===== src/rtl/ras_pkg.sv =====
// Shared types and constants for the return-address-stack controller.
// The optional coroutine handling is selected by RAS_COROUTINE_EN in ras_ctrl.
package ras_pkg;

   localparam int unsigned RAS_DW = 32;

   localparam logic [6:0] OPC_JAL  = 7'b1101111;
   localparam logic [6:0] OPC_JALR = 7'b1100111;
   localparam logic [2:0] F3_JALR  = 3'b000;
   localparam logic [4:0] REG_RA   = 5'd1;
   localparam logic [4:0] REG_T0   = 5'd5;

   typedef enum logic {
      OP_PUSH = 1'b0,
      OP_RET  = 1'b1
   } op_kind_e;

   typedef struct packed {
      op_kind_e            kind;
      logic [RAS_DW-1:0]   data;
      logic [RAS_DW-1:0]   pc;
   } ras_op_t;

   typedef enum logic [1:0] {
      RUN   = 2'd0,
      CHECK = 2'd1,
      FAULT = 2'd2
   } state_e;

   function automatic logic is_link(input logic [4:0] r);
      return (r == REG_RA) || (r == REG_T0);
   endfunction

endpackage


===== src/rtl/ras_op_fifo.sv =====
// Circular queue of decoded stack operations: up to two entries enqueued and
// one dequeued per cycle; flush empties it and overrides any same-cycle enqueue.
module ras_op_fifo
   import ras_pkg::*;
#(
   parameter int unsigned DEPTH = 4
) (
   input  logic                       clk,
   input  logic                       rst,
   input  logic                       i_flush,
   input  logic [1:0]                 i_enq_n,
   input  ras_op_t                    i_enq_a,
   input  ras_op_t                    i_enq_b,
   input  logic                       i_deq,
   output ras_op_t                    o_head,
   output logic                       o_empty,
   output logic [$clog2(DEPTH):0]     o_free
);

   localparam int unsigned AW = $clog2(DEPTH);
   localparam int unsigned CW = AW + 1;

   ras_op_t         r_mem [DEPTH];
   logic [AW-1:0]   r_wptr;
   logic [AW-1:0]   r_rptr;
   logic [CW-1:0]   r_count;
   logic [AW-1:0]   w_wptr1;

   assign w_wptr1 = r_wptr + AW'(1);
   assign o_head  = r_mem[r_rptr];
   assign o_empty = (r_count == CW'(0));
   assign o_free  = CW'(DEPTH) - r_count;

   // Pointer and occupancy update; power-of-two depth lets the pointers wrap naturally.
   always_ff @(posedge clk or posedge rst) begin
      if (rst) begin
         r_wptr  <= '0;
         r_rptr  <= '0;
         r_count <= '0;
      end else if (i_flush) begin
         r_wptr  <= '0;
         r_rptr  <= '0;
         r_count <= '0;
      end else begin
         r_wptr  <= r_wptr + AW'(i_enq_n);
         r_rptr  <= r_rptr + AW'(i_deq);
         r_count <= r_count + CW'(i_enq_n) - CW'(i_deq);
      end
   end

   // Entry storage; a coroutine writes two consecutive slots at once.
   always_ff @(posedge clk or posedge rst) begin
      if (rst) begin
         for (int i = 0; i < int'(DEPTH); i++) begin
            r_mem[i] <= '0;
         end
      end else if (!i_flush) begin
         if (i_enq_n != 2'd0) begin
            r_mem[r_wptr] <= i_enq_a;
         end
         if (i_enq_n == 2'd2) begin
            r_mem[w_wptr1] <= i_enq_b;
         end
      end
   end

endmodule


===== src/rtl/ras_ctrl.sv =====
// Return-address-stack controller: decodes committed calls/returns, queues them and
// drives the stack one command per cycle. Optional feature macro: RAS_COROUTINE_EN.
module ras_ctrl
   import ras_pkg::*;
#(
   parameter int unsigned DATA_WIDTH = RAS_DW,
   parameter int unsigned QDEPTH     = 4
) (
   input  logic                    clk,
   input  logic                    rst,
   input  logic                    in_valid,
   output logic                    in_ready,
   input  logic [31:0]             in_instr,
   input  logic [DATA_WIDTH-1:0]   in_pc,
   input  logic [DATA_WIDTH-1:0]   in_target,
   output logic                    stack_ena,
   output logic                    stack_push,
   output logic                    stack_pop,
   output logic                    stack_ret,
   output logic [DATA_WIDTH-1:0]   stack_din,
   input  logic                    stack_full,
   input  logic                    stack_empty,
   input  logic                    stack_mismatch,
   output logic                    fault,
   output logic [DATA_WIDTH-1:0]   fault_pc,
   output logic                    overflow,
   output logic                    underflow
);

   localparam int unsigned CW = $clog2(QDEPTH) + 1;
`ifdef RAS_COROUTINE_EN
   localparam logic [CW-1:0] NEED_FREE = CW'(2);
`else
   localparam logic [CW-1:0] NEED_FREE = CW'(1);
`endif

   state_e                  r_state;
   logic [DATA_WIDTH-1:0]   r_chk_pc;
   logic                    r_fault;
   logic [DATA_WIDTH-1:0]   r_fault_pc;
   logic                    r_ovf;
   logic                    r_unf;

   state_e          w_next;
   logic            w_accept;
   logic [6:0]      w_opc;
   logic [4:0]      w_rd;
   logic [4:0]      w_rs1;
   logic [2:0]      w_f3;
   logic            w_rd_link;
   logic            w_rs1_link;
   ras_op_t         w_push_op;
   ras_op_t         w_ret_op;
   logic [1:0]      w_enq_n;
   ras_op_t         w_enq_a;
   ras_op_t         w_enq_b;
   logic            w_deq;
   logic            w_flush;
   logic            w_issue_ret;
   logic            w_set_ovf;
   logic            w_set_unf;
   ras_op_t         w_head;
   logic            w_empty;
   logic [CW-1:0]   w_free;
   logic            w_unused;

   assign w_opc      = in_instr[6:0];
   assign w_rd       = in_instr[11:7];
   assign w_f3       = in_instr[14:12];
   assign w_rs1      = in_instr[19:15];
   assign w_unused   = &{1'b0, in_instr[31:20]};
   assign w_rd_link  = is_link(w_rd);
   assign w_rs1_link = is_link(w_rs1);

   assign in_ready  = ~rst & (r_state != FAULT) & (w_free >= NEED_FREE);
   assign w_accept  = in_valid & in_ready;
   assign stack_pop = 1'b0;
   assign fault     = r_fault;
   assign fault_pc  = r_fault_pc;
   assign overflow  = r_ovf;
   assign underflow = r_unf;

   // Candidate queue entries for the instruction being accepted.
   always_comb begin
      w_push_op.kind = OP_PUSH;
      w_push_op.data = in_pc + DATA_WIDTH'(4);
      w_push_op.pc   = in_pc;
      w_ret_op.kind  = OP_RET;
      w_ret_op.data  = in_target;
      w_ret_op.pc    = in_pc;
   end

   // Call/return classification; a coroutine puts its return ahead of its push.
   always_comb begin
      w_enq_n = 2'd0;
      w_enq_a = w_push_op;
      w_enq_b = w_push_op;
      if (w_accept && (w_opc == OPC_JAL)) begin
         w_enq_n = w_rd_link ? 2'd1 : 2'd0;
      end else if (w_accept && (w_opc == OPC_JALR) && (w_f3 == F3_JALR)) begin
         case ({w_rd_link, w_rs1_link})
            2'b10: w_enq_n = 2'd1;
            2'b01: begin
               w_enq_n = 2'd1;
               w_enq_a = w_ret_op;
            end
            2'b11: begin
               if (w_rd == w_rs1) begin
                  w_enq_n = 2'd1;
               end else begin
`ifdef RAS_COROUTINE_EN
                  w_enq_n = 2'd2;
                  w_enq_a = w_ret_op;
                  w_enq_b = w_push_op;
`else
                  w_enq_n = 2'd1;
`endif
               end
            end
            default: w_enq_n = 2'd0;
         endcase
      end else begin
         w_enq_n = 2'd0;
      end
   end

   ras_op_fifo #(
      .DEPTH   (QDEPTH)
   ) u_fifo (
      .clk     (clk),
      .rst     (rst),
      .i_flush (w_flush),
      .i_enq_n (w_enq_n),
      .i_enq_a (w_enq_a),
      .i_enq_b (w_enq_b),
      .i_deq   (w_deq),
      .o_head  (w_head),
      .o_empty (w_empty),
      .o_free  (w_free)
   );

   // Issue FSM: a skipped command still consumes its queue entry.
   always_comb begin
      stack_ena   = 1'b0;
      stack_push  = 1'b0;
      stack_ret   = 1'b0;
      w_deq       = 1'b0;
      w_next      = r_state;
      w_flush     = 1'b0;
      w_issue_ret = 1'b0;
      w_set_ovf   = 1'b0;
      w_set_unf   = 1'b0;
      case (r_state)
         RUN: begin
            if (!w_empty) begin
               w_deq = 1'b1;
               if (w_head.kind == OP_PUSH) begin
                  if (stack_full) begin
                     w_set_ovf = 1'b1;
                  end else begin
                     stack_ena  = 1'b1;
                     stack_push = 1'b1;
                  end
               end else begin
                  if (stack_empty) begin
                     w_set_unf = 1'b1;
                  end else begin
                     stack_ena   = 1'b1;
                     stack_ret   = 1'b1;
                     w_issue_ret = 1'b1;
                     w_next      = CHECK;
                  end
               end
            end else begin
               w_deq = 1'b0;
            end
         end
         CHECK: begin
            if (stack_mismatch) begin
               w_next  = FAULT;
               w_flush = 1'b1;
            end else begin
               w_next = RUN;
            end
         end
         FAULT:   w_next = FAULT;
         default: w_next = FAULT;
      endcase
   end

   // Data is only presented while the head is eligible for issue.
   always_comb begin
      if ((r_state == RUN) && !w_empty) begin
         stack_din = w_head.data;
      end else begin
         stack_din = '0;
      end
   end

   // State, pending-check PC and sticky status.
   always_ff @(posedge clk or posedge rst) begin
      if (rst) begin
         r_state    <= RUN;
         r_chk_pc   <= '0;
         r_fault    <= 1'b0;
         r_fault_pc <= '0;
         r_ovf      <= 1'b0;
         r_unf      <= 1'b0;
      end else begin
         r_state <= w_next;
         if (w_issue_ret) begin
            r_chk_pc <= w_head.pc;
         end
         if (w_flush) begin
            r_fault    <= 1'b1;
            r_fault_pc <= r_chk_pc;
         end
         if (w_set_ovf) begin
            r_ovf <= 1'b1;
         end
         if (w_set_unf) begin
            r_unf <= 1'b1;
         end
      end
   end

endmodule


===== config.mk =====
export PLATFORM = sky130hd
export DESIGN_NAME = ras_ctrl
export DESIGN_NICKNAME = d
export VERILOG_FILES = /design/src/rtl/ras_pkg.sv /design/src/rtl/ras_op_fifo.sv /design/src/rtl/ras_ctrl.sv
export SDC_FILE = /design/constraint.sdc
export NUM_CORES = 1
export LEC_CHECK = 0
export CAP_MARGIN = 30
export CORE_ASPECT_RATIO = 2
export CORE_MARGIN = 5
export CORE_UTILIZATION = 28
export CTS_CLUSTER_DIAMETER = 30
export DETAILED_ROUTE_END_ITERATION = 10
export PLACE_DENSITY = 0.5
export SYNTH_ARGS = -nofsm -noshare
export SYNTH_HDL_FRONTEND = slang
export SYNTH_SLANG_ARGS = --single-unit
export TNS_END_PERCENT = 5

===== constraint.sdc =====
create_clock -name clk -period 14.3 [get_ports clk]
set_input_delay 2.145 -clock clk [delete_from_list [all_inputs] [get_ports clk]]
set_output_delay 2.145 -clock clk [all_outputs]
set_load 0.02 [all_outputs]

==> results of run 1 <==
worst paths after layout:
| kind | startpoint | to | slack (ps) | cells past startpoint |
|---|---|---|---|---|
| max | rst | in_ready | 8230 | 5 |
| min | overflow | overflow | 460 | 1 |
| max reg2reg | u_fifo.r_count[1] | u_fifo.r_mem[32] | 10130 | 10 |
| min reg2reg | overflow | overflow | 460 | 1 |
| max in group asynchronous | rst | u_fifo.r_mem[41] | 10110 | 5 |
| min in group asynchronous | rst | overflow | 2110 | 2 |
power by group through the flow:
| stage | sequential (mW) | clock [mW] | combinational [mW] |
|---|---|---|---|
| 2_1_floorplan | 0.985 | 0 | 0.241 |
| 3_3_place_gp | 1.01 | 0 | 0.351 |
| 3_5_place_dp | 1.01 | 0 | 0.361 |
| 4_1_cts | 0.995 | 1.22 | 0.364 |
| 5_1_grt | 0.998 | 1.26 | 0.384 |
| 6_report | 0.993 | 1.18 | 0.353 |
area by class of cell:
type | count | area share [%]
flip-flops and latches | 336 | 43.0
inverters | 36 | 0.729
clock inverters | 30 | 1.90
well taps | 744 | 4.76
repair buffers | 180 | 9.18
diodes | 1 | 0.0128
clock buffers | 50 | 6.17
multi-input cells | 668 | 34.3
cells in the final DEF (no fill, tap or decap), types with 4 or more instances in the layout:
| cell type | count |
|---|---|
| nand3_1 | 8 |
| nor3_1 | 6 |
| bufinv_16 | 6 |
| inv_6 | 7 |
| clkbuf_16 | 47 |
| o31ai_1 | 10 |
| clkdlybuf4s50_1 | 158 |
| nand2_1 | 105 |
| clkinvlp_4 | 6 |
| xnor2_1 | 11 |
| nor2_1 | 10 |
| a21oi_1 | 4 |
| nor4_1 | 22 |
| mux4_2 | 65 |
| mux2_2 | 284 |
| dfrtp_1 | 334 |
| a31oi_1 | 11 |
| ha_1 | 8 |
| inv_1 | 35 |
| buf_4 | 18 |
| mux2i_1 | 16 |
| mux2_1 | 6 |
| or3_1 | 5 |
| nand4_1 | 4 |
| clkinv_2 | 4 |
| or4_1 | 13 |
| and2_1 | 35 |
| xor2_1 | 6 |
| clkinv_4 | 5 |
| a31o_2 | 5 |
metrics by stage:
| stage | hold slack, ps | utilization [%] | std cells |
|---|---|---|---|
| 3_3_place_gp | 442 | 32.4 | 1961 |
| 6_report | 461 | 35.3 | 2045 |
| 5_1_grt | 482 | 35.3 | 2044 |
| 4_1_cts | 457 | 35.3 | 2043 |
| 3_5_place_dp | 449 | 32.4 | 1963 |
| 2_1_floorplan | 433 | - | 1122 |
cell families after synthesis:
family / after synthesis
fa+ha+maj: 9
simple gates: 233
compound gates: 37
xor+xnor: 17
buf+inv: 118
flops: 336
mux: 371
other cells: 1
state kept, by name (all words and copies together) (netlist names):
register,count
u_fifo.r_count,3
r_state,2
u_fifo.r_rptr,2
fault,1
u_fifo.r_mem,260
r_chk_pc,32
fault_pc,32
underflow,1
u_fifo.r_wptr,2
overflow,1
routing by layer:
layer | up-vias | track usage (%) | routed length [um]
met5 | - | 0 | 13
met4 | 2 | 4.26 | 985
met3 | 55 | 2.76 | 2080
met2 | 214 | 24.8 | 22000
met1 | 5118 | 18.1 | 18300
li1 | 4324 | - | -
==> impl_results.md, run 1 <==
* Root Driver: clkbuf_16
* Vias in the first global route at 10539
* Final Instance Area at 0.0196 sq mm
* Worst path top cell family by delay: buffers and inverters
* Slew Limit Headroom at 34.0%
* Clk slew on worst S/H paths at approximately 60 ps
* CTS max path bufs at 3
* Yosys top cell by area: dfrtp_1
* Hold crit path type: register to register
* Max_cap viols at 0
* PnR worst setup slack at 8230 ps
* Area occupied by multi-input gates at 0.00671 sq mm
* CP Launch Type: input pin
* Gate Count Post-Synth at 1122
* Syn_area_per_cell at ~14 sq um
* Synth cell types at 51
* CTS hold repair buffers at 0
* Worst vdd ir at 0.0000862 V
* Global-route wire length before repair at 66900 um
* # IOs at between 150 and 200
* Detailed Route WL at between 40000 and 50000 um
* Largest family of logic cells by synthesized area: multiplexers
* Clk pwr share at between 40 and 50%
* Die footprint at roughly 0.06 sq mm
* DRC Markers at 0
* RSZ-0062 raised after global routing: false
* Post-synthesis sequential area ratio at 53.6%
* H-tree Lvls at 2
* Remaining Overflow, GRT at 0
* FILL cells at 5441
* Leak at between 9 and 10 nW
* Gr usage total at 14.3%
* Logic gate share of total power at 13.9%
* Port bufs at 158
* Placed inst area at around 0.018 sq mm
* Reg area at around 0.0084 sq mm
* CP Capture Type: output pin
* PwrDens at around 130 mW/mm^2
* Synth Cell Area at 0.0157 sq mm
* Clk_lat worst skew at 560 ps
* Hold Vio Cnt, Final at 0
* Yosys warns at 0
* Post-CTS setup buffer count at 0
* Synth async-reset ratio at 100%
* Outcome: finished clean
* Initial Util at around 28%
* Post-synth top area share at around 54%
* Core Area at ~0.055 sq mm
* Worst Path Class, Setup: input pin to output pin
* Count leader, synth: dfrtp_1
* Simple-Gate Fraction of Synth Area at 8.06%
* Setup WS pre-CTS at 8220 ps
* Internal power at 1.84 mW
* Worst Path Arrival at approximately 3900 ps
* Via count at 9713
* Multiplexer area fraction after synthesis at 31.2%
* Iter 0 DRT Violations at 492
* Slowest cell delay on critical path at 600 ps
* Synth Net Count at about 1200
* Net Switching at 0.685 mW
* Req. time, crit path at 12150 ps
* CP Buf/Inv Count at 4
* Row count at 122
* Post-DP HPWL at 28100 um
* Final Total Pwr at 2.53 mW
* Pins over their slew limit at 0
* Synth cell count leaders: dfrtp_1 (336), mux2_2 (284), nand2_1 (105)
* Post-Synth XOR/XNOR Area at less than 1%
* Vias per inst at between 4 and 5
* Crit-path slowest cell: clkdlybuf4s50_1
* GP Congestion at 0.730
* Share of cells above drive strength 1 at 36.4%
* Setup TNS at 0 ps
* # setup viols final at 0
* CP cell instances: clkdlybuf4s50_1 > a211o_1 > buf_4 > inv_1 > clkdlybuf4s50_1
* Synth Area in Compound Gates at 1.68%
* Fmax at 0.165 GHz
* Predominant post-synthesis flop cell: dfrtp_1
* Post-Route Skew at between 15 and 20 ps
* CTS tree: done
* Switching share of power at 27.1%
* Area Overhead vs Synth at 24.8%
* Wirelength per Cell at 21.2 um
* CTS Sinks at 336
* Dominant cells by area after synthesis: dfrtp_1 (54%), mux2_2 (20%), mux4_2 (9.3%)
* Worst-path fanout max at 23
* Worst-margin pin slew at 989 ps
* Final Cycle Share at a little over two fifths
* Die height at 345 um
* Num CTS Buffers at 45
* Minimum clock period at 6070 ps
* Cts repair resizes at 0
* CP most frequent cell: clkdlybuf4s50_1
* Antenna violations before repair at 2
* Register share of total power at 39.3%
* Number of synthesized flops with an enable pin at 0
* DIE WIDTH at 177 um
* Antenna Nets Post-Route at 0
* Largest net degree at the start of global routing at between 150 and 200
* Final nets at approximately 1400
* First-pass DRT Iterations at 4
* Adder-Cell Fraction of Synth Area at less than 1%
* Synthesis-stage register bit count at 336
(Power assumes the default switching activity.)
==> run 2: changes to the inputs <==
==> constraint.sdc (replaced) <==
create_clock -name clk -period 6.1 [get_ports clk]
set_input_delay 0.915 -clock clk [delete_from_list [all_inputs] [get_ports clk]]
set_output_delay 0.915 -clock clk [all_outputs]
set_load 0.02 [all_outputs]
==> run 2 against run 1 <==
Net effect: wire length shrank 1.1%; combinational power grew 110%; global-route usage shrank 0.063 points; non-clock buffer count shrank 3; sequential power grew 140%; clock skew grew 3.0 ps; sequential share of layout area shrank 0.44 points; setup slack lost 6800 ps; cell count grew 0.59%; die area is the same; clock power grew to 2.6 times the previous value.
==> impl_results.md, run 2 (synthesis gave the netlist of run 1 again) <==
* First-pass DRT Iterations at 4 (unchanged)
* Setup WS pre-CTS at 1670 ps (was 8220 ps)
* Iter 0 DRT Violations at 412 (was 492)
* DIE WIDTH at 177 um (unchanged)
* Worst-path fanout max at 20 (was 23)
* Minimum clock period at 4650 ps
* # setup viols final at 0 (unchanged)
* Met1 wire length at 17800 um (was 18300 um)
* CTS hold repair buffers at 0 (unchanged)
* Slew Limit Headroom at 33.5% (was 34.0%)
* Detailed Route WL at 42800 um (was 43300 um)
* R2R Path Start: u_fifo.r_count[1] (unchanged)
* Slowest cell delay on critical path at 650 ps (was 600 ps)
* Final Total Pwr at 6.13 mW (was 2.53 mW)
* Row count at 122 (unchanged)
* CTS max path bufs at 3 (unchanged)
* Largest register FFs at 260 (unchanged)
* Worst-margin pin slew at 997 ps (was 989 ps)
* Post-DP HPWL at 28000 um (was 28100 um)
* CP startpoint: u_fifo.r_count[1] (was rst)
* Clk slew on worst S/H paths at 60 ps (about the same)
* Post-CTS setup buffer count at 0 (unchanged)
* GP Congestion at 0.715 (was 0.730)
* Crit-path slowest cell: inv_1 (was clkdlybuf4s50_1)
* FILL cells at 5336 (was 5441)
* Commonest cells after routing, fill and taps aside: dfrtp_1 (334), mux2_2 (284), clkdlybuf4s50_1 (158), nand2_1 (105), mux4_2 (65) (unchanged)
* Remaining Overflow, GRT at 0 (unchanged)
* CP Launch Type: register (was input pin)
* DR WL met3 at 1910 um (was 2080 um)
* CTS Sinks at 336 (unchanged)
* CP cell instances: inv_1 > ha_1 > ha_1 > or3_1 > inv_1 > buf_4 > and2_1 > clkdlybuf4s50_1 (was clkdlybuf4s50_1 > a211o_1 > buf_4 > inv_1 > clkdlybuf4s50_1)
* Minimum hold slack at 462 ps (was 461 ps)
* Cts repair resizes at 0 (unchanged)
* Worst Path Arrival at 3740 ps (was 3920 ps)
* Fmax at about 0.21 GHz
* Vias in the first global route at 10964 (was 10539)
* # IOs at 174 (unchanged)
* Hold Vio Cnt, Final at 0 (unchanged)
* Biggest register: u_fifo.r_mem (unchanged)
* Met2 wire length at 21900 um (was 22000 um)
* Antenna violations before repair at 5 (was 2)
* Max_cap viols at 0 (unchanged)
* Die height at 345 um (unchanged)
* Initial Util at 28.3% (unchanged)
* Final Util at 35.7% (was 35.3%)
* Core Area at 0.0554 sq mm (unchanged)
* Global-route wire length before repair at 66900 um (about the same)
* DRC Markers at 0 (unchanged)
* Final nets at 1381 (was 1378)
* Worst vdd ir at 0.000226 V (was 0.0000862 V)
* Commonest non-fill, non-tap cell in the layout: dfrtp_1 (unchanged)
* Final Cycle Share at 76.3%
* Pins over their slew limit at 0 (unchanged)
* Largest net degree at the start of global routing at 165 (was 176)
* CP Capture Type: output pin (unchanged)
* Antenna Nets Post-Route at 0 (unchanged)
* Hold crit path type: register to register (unchanged)
* Worst Path Class, Setup: register to output pin (was input pin to output pin)
* Vias per inst at 4.72 (was 4.75)
* Share of cells above drive strength 1 at 36.7% (was 36.4%)
* Die footprint at 0.0611 sq mm (unchanged)
* Gr usage total at 14.2% (was 14.3%)
* Area Overhead vs Synth at 26.1% (was 24.8%)
* Uppermost routed layer: met5 (unchanged)
* Wirelength per Cell at 20.8 um (was 21.2 um)
* Flop-to-flop setup slack at 2420 ps (was 10130 ps)
* Num CTS Buffers at 51 (was 45)
* Clk_lat worst skew at 570 ps (was 560 ps)
* Root Driver: clkbuf_16 (unchanged)
* Setup crit end: stack_din[8] (was in_ready)
* R2r worst-path depth at 9 (was 10)
* PnR worst setup slack at 1450 ps (was 8230 ps)
* Outcome: finished clean (unchanged)
* PwrDens at 310 mW/mm^2 (was 129 mW/mm^2)
* Reg2reg end: u_fifo.r_mem[44] (was u_fifo.r_mem[32])
* H-tree Lvls at 2 (unchanged)
* Setup TNS at 0 ps (unchanged)
* Via count at 9718 (was 9713)
* RSZ-0062 raised after global routing: false (unchanged)
* Leak at 9.08 nW (was 9.01 nW)
* Req. time, crit path at 5180 ps (was 12150 ps)
* Port bufs at 158 (unchanged)
* CTS tree: done (unchanged)
* Post-Route Skew at 22.4 ps (was 19.4 ps)
[run 2: changes by cell type in the layout (fill, tap and decap cells not counted), sizes merged]
cell and change:
clkbuf +9, inv +9, clkinv -5, buf -3
diode +3, bufinv -2, clkinvlp +1
[run 2: how the worst min path moves through the flow]
stage	from	endpoint	slack, ps	depth (start not counted)
after detailed placement	overflow	overflow	450	1
after CTS	r_chk_pc[4]	fault_pc[4]	470	2
after floorplan	r_chk_pc[0]	fault_pc[0]	430	2
final	r_chk_pc[21]	fault_pc[21]	460	2
after global placement	overflow	overflow	440	1
after global routing	overflow	overflow	490	1
[run 2: layer usage]
metal	GRT usage, %	vias to the layer above
met1	17.6	5047
met2	25.0	235
met5	0	-
li1	-	4370
met4	5.05	2
met3	2.48	64
[run 2: area by class of cell]
cell class | count | area (sq um) | area share (%)
antenna | 4 | 10.0 | 0.0506
clock inverter | 33 | 377 | 1.90
tap | 744 | 931 | 4.71
sequential | 336 | 8410 | 42.5
clock buffer | 59 | 1390 | 7.02
inverter | 36 | 139 | 0.702
timing repair buffer | 177 | 1810 | 9.15
multi-input combinational | 668 | 6710 | 33.9
[run 2: report_power, final]
group          total [mW]  switching [mW]  internal (mW)  leakage, nW
logic               0.731           0.385          0.346         3.64
clock network        3.01            1.16           1.84        0.850
registers            2.39           0.135           2.25         4.59
[run 2: critical path: cells and delay by family, from the launching register on]
| family | cells | cell delay (ps) |
|---|---|---|
| fa+ha+maj | 2 | 370 |
| buf+inv | 4 | 1730 |
| simple gates | 2 | 610 |
| flops | 1 | 440 |
[run 2: metrics by stage]
step | instance area, sq um | instances
floorplan | 15700 | 1122
global placement | 18000 | 1959
detailed placement | 18000 | 1961
CTS | 19800 | 2053
global route | 19800 | 2055
finish | 19800 | 2057
